$ cat src/rtl/clyde_wtk_schedule_pkg.sv
// Shared definitions for the Clyde-128 tweakey/W addition sequencer:
// slot count, W seeds, FSM encoding and the per-slot update functions.
package clyde_wtk_schedule_pkg;

  localparam int CLYDE_NSLOT = 13;
  localparam int CLYDE_NBITS = 128;
  localparam logic [3:0] W_INIT_FWD = 4'h1;
  localparam logic [3:0] W_INIT_INV = 4'hE;

  typedef enum logic {
    ST_IDLE = 1'b0,
    ST_RUN  = 1'b1
  } state_t;

  // W[i] holds c_i. Forward: (c0,c1,c2,c3) -> (c1,c2,c3,c0^c1).
  function automatic logic [3:0] w_fwd(input logic [3:0] w);
    return {w[0] ^ w[1], w[3], w[2], w[1]};
  endfunction

  // Inverse: (c0,c1,c2,c3) -> (c3^c0,c0,c1,c2).
  function automatic logic [3:0] w_inv(input logic [3:0] w);
    return {w[2], w[1], w[0], w[3] ^ w[0]};
  endfunction

  // Tweak packed as {b,a} with a in the low half. Forward: (a,b) -> (a^b,a).
  function automatic logic [CLYDE_NBITS-1:0] tk_fwd(input logic [CLYDE_NBITS-1:0] t);
    logic [CLYDE_NBITS/2-1:0] a, b;
    a = t[CLYDE_NBITS/2-1:0];
    b = t[CLYDE_NBITS-1:CLYDE_NBITS/2];
    return {a, a ^ b};
  endfunction

  // Inverse: (a,b) -> (b,a^b).
  function automatic logic [CLYDE_NBITS-1:0] tk_inv(input logic [CLYDE_NBITS-1:0] t);
    logic [CLYDE_NBITS/2-1:0] a, b;
    a = t[CLYDE_NBITS/2-1:0];
    b = t[CLYDE_NBITS-1:CLYDE_NBITS/2];
    return {a ^ b, b};
  endfunction

endpackage

$ cat src/rtl/clyde_wtk_schedule_w_lfsr.sv
// 4-bit bidirectional LFSR producing the Clyde W round constants.
// clear has priority over load, load over step.
module clyde_w_lfsr
  import clyde_wtk_schedule_pkg::*;
(
  input  logic       clk,
  input  logic       rst_n,
  input  logic       clear,
  input  logic       load,
  input  logic [3:0] load_val,
  input  logic       step,
  input  logic       dir,
  output logic [3:0] w
);

  logic [3:0] w_q;

  always_ff @(posedge clk) begin
    if (!rst_n) begin
      w_q <= 4'h0;
    end else if (clear) begin
      w_q <= 4'h0;
    end else if (load) begin
      w_q <= load_val;
    end else if (step) begin
      w_q <= dir ? w_inv(w_q) : w_fwd(w_q);
    end
  end

  assign w = w_q;

endmodule

$ cat src/rtl/clyde_wtk_schedule.sv
// Walks the 13 tweakey/W addition slots of one Clyde call and presents the
// public tweak value, W constant and addition enables for the current slot.
module clyde_wtk_schedule
  import clyde_wtk_schedule_pkg::*;
#(
  parameter int Nbits  = 128,
  parameter int NSTEPS = 6
) (
  input  logic             clk,
  input  logic             rst_n,
  input  logic             start,
  input  logic             inverse,
  input  logic [Nbits-1:0] tweak,
  input  logic             next,
  output logic             valid,
  output logic [3:0]       slot,
  output logic             last,
  output logic             ctrl_TK_addition,
  output logic             ctrl_W_addition,
  output logic [Nbits-1:0] delta,
  output logic [3:0]       W
);

  localparam logic [3:0] LAST_SLOT = 4'(2 * NSTEPS);

  // Handshake: while valid=1 the slot outputs are stable until the consumer
  // asserts next, which retires the slot on that clock edge. next is ignored
  // when valid=0; start is only honoured while valid=0.

  state_t           state;
  logic [3:0]       slot_q;
  logic             dir_q;
  logic [Nbits-1:0] t_q;
  logic [3:0]       w_reg;

  logic run, tk_add, w_add, advance, at_last;

  assign run     = (state == ST_RUN);
  assign at_last = (slot_q == LAST_SLOT);
  assign tk_add  = run && !slot_q[0];
  assign w_add   = run && (dir_q ? (slot_q <= LAST_SLOT - 4'd1) : (slot_q >= 4'd1));
  assign advance = run && next;

  always_ff @(posedge clk) begin
    if (!rst_n) begin
      state  <= ST_IDLE;
      slot_q <= 4'd0;
      dir_q  <= 1'b0;
      t_q    <= '0;
    end else begin
      case (state)
        ST_IDLE: begin
          if (start) begin
            state  <= ST_RUN;
            slot_q <= 4'd0;
            dir_q  <= inverse;
            t_q    <= tweak;
          end
        end
        ST_RUN: begin
          if (next) begin
            if (at_last) begin
              state  <= ST_IDLE;
              slot_q <= 4'd0;
              t_q    <= '0;
            end else begin
              slot_q <= slot_q + 4'd1;
              if (tk_add) t_q <= dir_q ? tk_inv(t_q) : tk_fwd(t_q);
            end
          end
        end
        default: state <= ST_IDLE;
      endcase
    end
  end

  clyde_w_lfsr u_w_lfsr (
    .clk      (clk),
    .rst_n    (rst_n),
    .clear    (advance && at_last),
    .load     ((state == ST_IDLE) && start),
    .load_val (inverse ? W_INIT_INV : W_INIT_FWD),
    .step     (advance && w_add),
    .dir      (dir_q),
    .w        (w_reg)
  );

  assign valid            = run;
  assign slot             = slot_q;
  assign last             = run && at_last;
  assign ctrl_TK_addition = tk_add;
  assign ctrl_W_addition  = w_add;
  assign delta            = run ? t_q : '0;
  assign W                = w_add ? w_reg : 4'h0;

endmodule

$ cat config.mk
export PLATFORM = sky130hd
export DESIGN_NAME = clyde_wtk_schedule
export DESIGN_NICKNAME = d
export VERILOG_FILES = /design/src/rtl/clyde_wtk_schedule_pkg.sv /design/src/rtl/clyde_wtk_schedule_w_lfsr.sv /design/src/rtl/clyde_wtk_schedule.sv
export SDC_FILE = /design/constraint.sdc
export NUM_CORES = 1
export LEC_CHECK = 0
export ABC_AREA = 1
export CORE_UTILIZATION = 30
export CTS_CLUSTER_SIZE = 10
export DETAILED_ROUTE_END_ITERATION = 16
export PLACE_DENSITY_LB_ADDON = 0.08
export SKIP_CTS_REPAIR_TIMING = 1
export SLEW_MARGIN = 15
export SYNTH_ARGS = -nofsm -noshare
export SYNTH_HDL_FRONTEND = slang
export SYNTH_HIERARCHICAL = 1
export SYNTH_SLANG_ARGS = --single-unit
$ cat constraint.sdc
create_clock -name clk -period 2.05 [get_ports clk]
set_input_delay 0.41 -clock clk [delete_from_list [all_inputs] [get_ports clk]]
set_output_delay 0.41 -clock clk [all_outputs]
set_load 0.01 [all_outputs]
==> qor.txt <==
Drt via density = 4.76
Slew of the pin with the lowest slew margin = 1.10 ns
Clock buffer depth = 2
DRT antenna net count = 0
Switching Power = 3130 uW
Post-Syn Nets = 2086
Slew Viols, Final = 0
Design Area, Final = 15100 sq um
Total Die Area = 36900 sq um
Starting density of the core = 30.5%
Iter 0 DRT Violations = 847
Largest net degree at the start of global routing = 105
Worst slew margin = 26.7%
Total wire length = 38.9 mm
Setup TNS = -0.344 ns
#FFs+latches synth = 138
Final period util = 111%
Fraction of layout cells with a size suffix above 1 = 4.57%
CP max stage delay = 0.54 ns
Syn Area/Cell = 5.56 sq um
Failing checks = negative setup slack
Routed len/inst = 14.8 um
Sw Ratio = 33.5%
Port bufs = 272
DRC viols = 0
Worst Path Arrival = 1.86 ns
Critical Path Start Type = register
Final min period = 2.27 ns
Clock Latency Late Sink = 0.43 ns
Post-synth top area share = 27.1%
Worst vdd ir = 0.571 mV
Int Pwr = 6220 uW
Vias = 12521
Cell row count = 69
Yosys warns = 6
Worst Path Required = 1.64 ns
CTS tree = yes
Initial antenna violation count = 1
Max reg flops = 128
Synthesis-to-finish area growth = 39.7%
Critical path cell sequence = buf_8 > clkbuf_16 > nand2_1 > inv_1 > clkdlybuf4s50_1
Die X-Extent = 192 um
Final hold vios = 0
CTS buffer count = 17
Peak fanout along the critical path = 11
Final setup fails = 2
Synth Instances = 1950
GRT Util Overall = 20.5%
Slowest-stage cell, CP = clkdlybuf4s50_1
Clock power share = 36.3%
Clk sink count = 138
Sequential power share = 35.1%
Fmax = 441 MHz
Max Cap Viol = 0
Vias in the first global route = 11558
Status = finished, violations left
Worst Hold Class = in -> reg
First-pass GRT wire length = 60.4 mm
Largest area contributor in the netlist = nand2_1
Seq/Total Area, Yosys = 25.5%
IO Count = 273
Synth unique cells = 27
DR pass1 iterations = 5
Placed inst area = 13900 sq um
Final #Nets = 2291
RD Place Congestion = 0.803
CTS root buf = clkbuf_16
Reg2reg setup slack = 0.23 ns
Mapped Area = 10800 sq um
Clock-pin slew on the worst setup and hold paths = 0.06 ns
DP HPWL = 24.5 mm
Top post-synthesis cells by area = nand2_1 (27%), dfxtp_1 (25%), nand3_1 (11%)
Pwr/cell area = 618 nW/um^2
Grt ovf = 0
Core area = 35600 sq um
Logic pwr share = 28.6%
Worst Clk Skew = 0.00923 ns
Crit path capture type = output port
Setup ws final = -0.217 ns
Die Y-Extent = 192 um
Leakage power figure = 0.00962 uW
RSZ-0062 raised after global routing = true
Worst Path Class, Setup = reg -> out
H-tree Lvls = 4
## layout by cell type, fill, tap and decap left out, types with 2 or more instances in the layout
cell type,n
nand2_1,781
inv_1,243
nand3_1,239
clkdlybuf4s50_1,137
dfxtp_1,134
dlymetal6s2s_1,132
nor2_1,106
a21oi_1,106
a21boi_0,65
a21boi_1,36
o21ai_1,31
clkbuf_16,21
buf_12,21
nand3b_1,20
buf_4,19
o21ai_0,18
o21bai_1,11
nor2_2,4
bufinv_16,4
inv_2,3
clkinv_2,3
ha_1,3
clkbuf_1,3
clkinvlp_4,3
inv_4,2
nand4_1,2
nand3_4,2
clkinv_4,2
dfxtp_4,2
clkbuf_2,2
buf_6,2
dfxtp_2,2
## worst max-delay path: cells and delay by family, from the launching register on
family / cells / cell delay (ns)
flops: 1 / 0.39
simple gates: 1 / 0.06
buf+inv: 4 / 0.97
## power by group through the flow
stage	Clock, uW	Combinational [uW]	Sequential (uW)
6_report	3390	2670	3290
5_1_grt	3570	3030	3340
4_1_cts	3490	2640	3280
3_5_place_dp	0	2630	3340
3_3_place_gp	0	2610	3340
2_1_floorplan	0	1700	3250
## through the flow
step                hold slack (ns)  instances  util, %  power, uW  setup slack, ns
floorplan                     0.533       1950        -       4940            0.385
global placement              0.561       2586     39.2       5950           0.0501
detailed placement            0.568       2586     39.2       5970           0.0209
CTS                           0.450       2618     40.9       9410           -0.457
global route                  0.482       2629     42.6       9940           -0.265
finish                        0.464       2630     42.6       9350           -0.217
## Yosys cell counts
cell	n
nand3_4	1
a21boi_1	36
nand4_1	2
nor2_1	107
inv_4	2
a21boi_0	65
dfxtp_1	138
a21oi_1	106
o21ai_0	18
buf_2	87
xor2_1	1
o21ai_1	31
o211ai_1	1
buf_6	9
o21bai_1	11
buf_4	4
nand3_2	1
nand3b_1	20
clkbuf_1	33
ha_1	3
inv_2	4
nand2_1	781
nand3_1	240
inv_1	243
nand2_4	2
nand2_2	1
nor2_2	3
## final timing paths
| kind | from | end | cells past startpoint |
|---|---|---|---|
| worst max register to register | dir_q$_SDFFE_PN0P_ | t_q[97]$_SDFFE_PN0P_ | 6 |
| worst min-delay path | rst_n | t_q[121]$_SDFFE_PN0P_ | 3 |
| worst min register to register | t_q[114]$_SDFFE_PN0P_ | t_q[114]$_SDFFE_PN0P_ | 2 |
| worst max-delay path | valid$_SDFF_PN0_ | delta[71] | 5 |
## area by class of cell
| class | count | area (sq um) |
|---|---|---|
| fillers | 3856 | 20400 |
| multi-input cells | 1430 | 6470 |
| repair buffers | 319 | 3760 |
| flip-flops and latches | 138 | 2770 |
| inverters | 249 | 941 |
| well taps | 461 | 577 |
| clock buffers | 21 | 450 |
| clock inverters | 11 | 170 |
| diodes | 1 | 2.50 |
## cell families (layout without fill, tap and decap cells)
logic type,Yosys count,after routing,synth area share [%]
AO/OA/AOI/OAI,268,268,15.0
XOR/XNOR,1,1,0.0808
adder cells (fa/ha/maj),3,3,0.346
buffers and inverters,382,600,15.0
flip-flops,138,138,25.5
other,0,1,0
AND/OR/NAND/NOR,1158,1158,44.0
## layer usage
metal | vias up | track usage [%] | wire [um]
met5 | - | 0 | 0
met4 | 0 | 6.78 | 879
met3 | 46 | 3.12 | 1860
met2 | 334 | 33.8 | 18000
met1 | 5681 | 27.2 | 18200
li1 | 6460 | - | -
No activity file was read; power rests on OpenSTA's default activity.
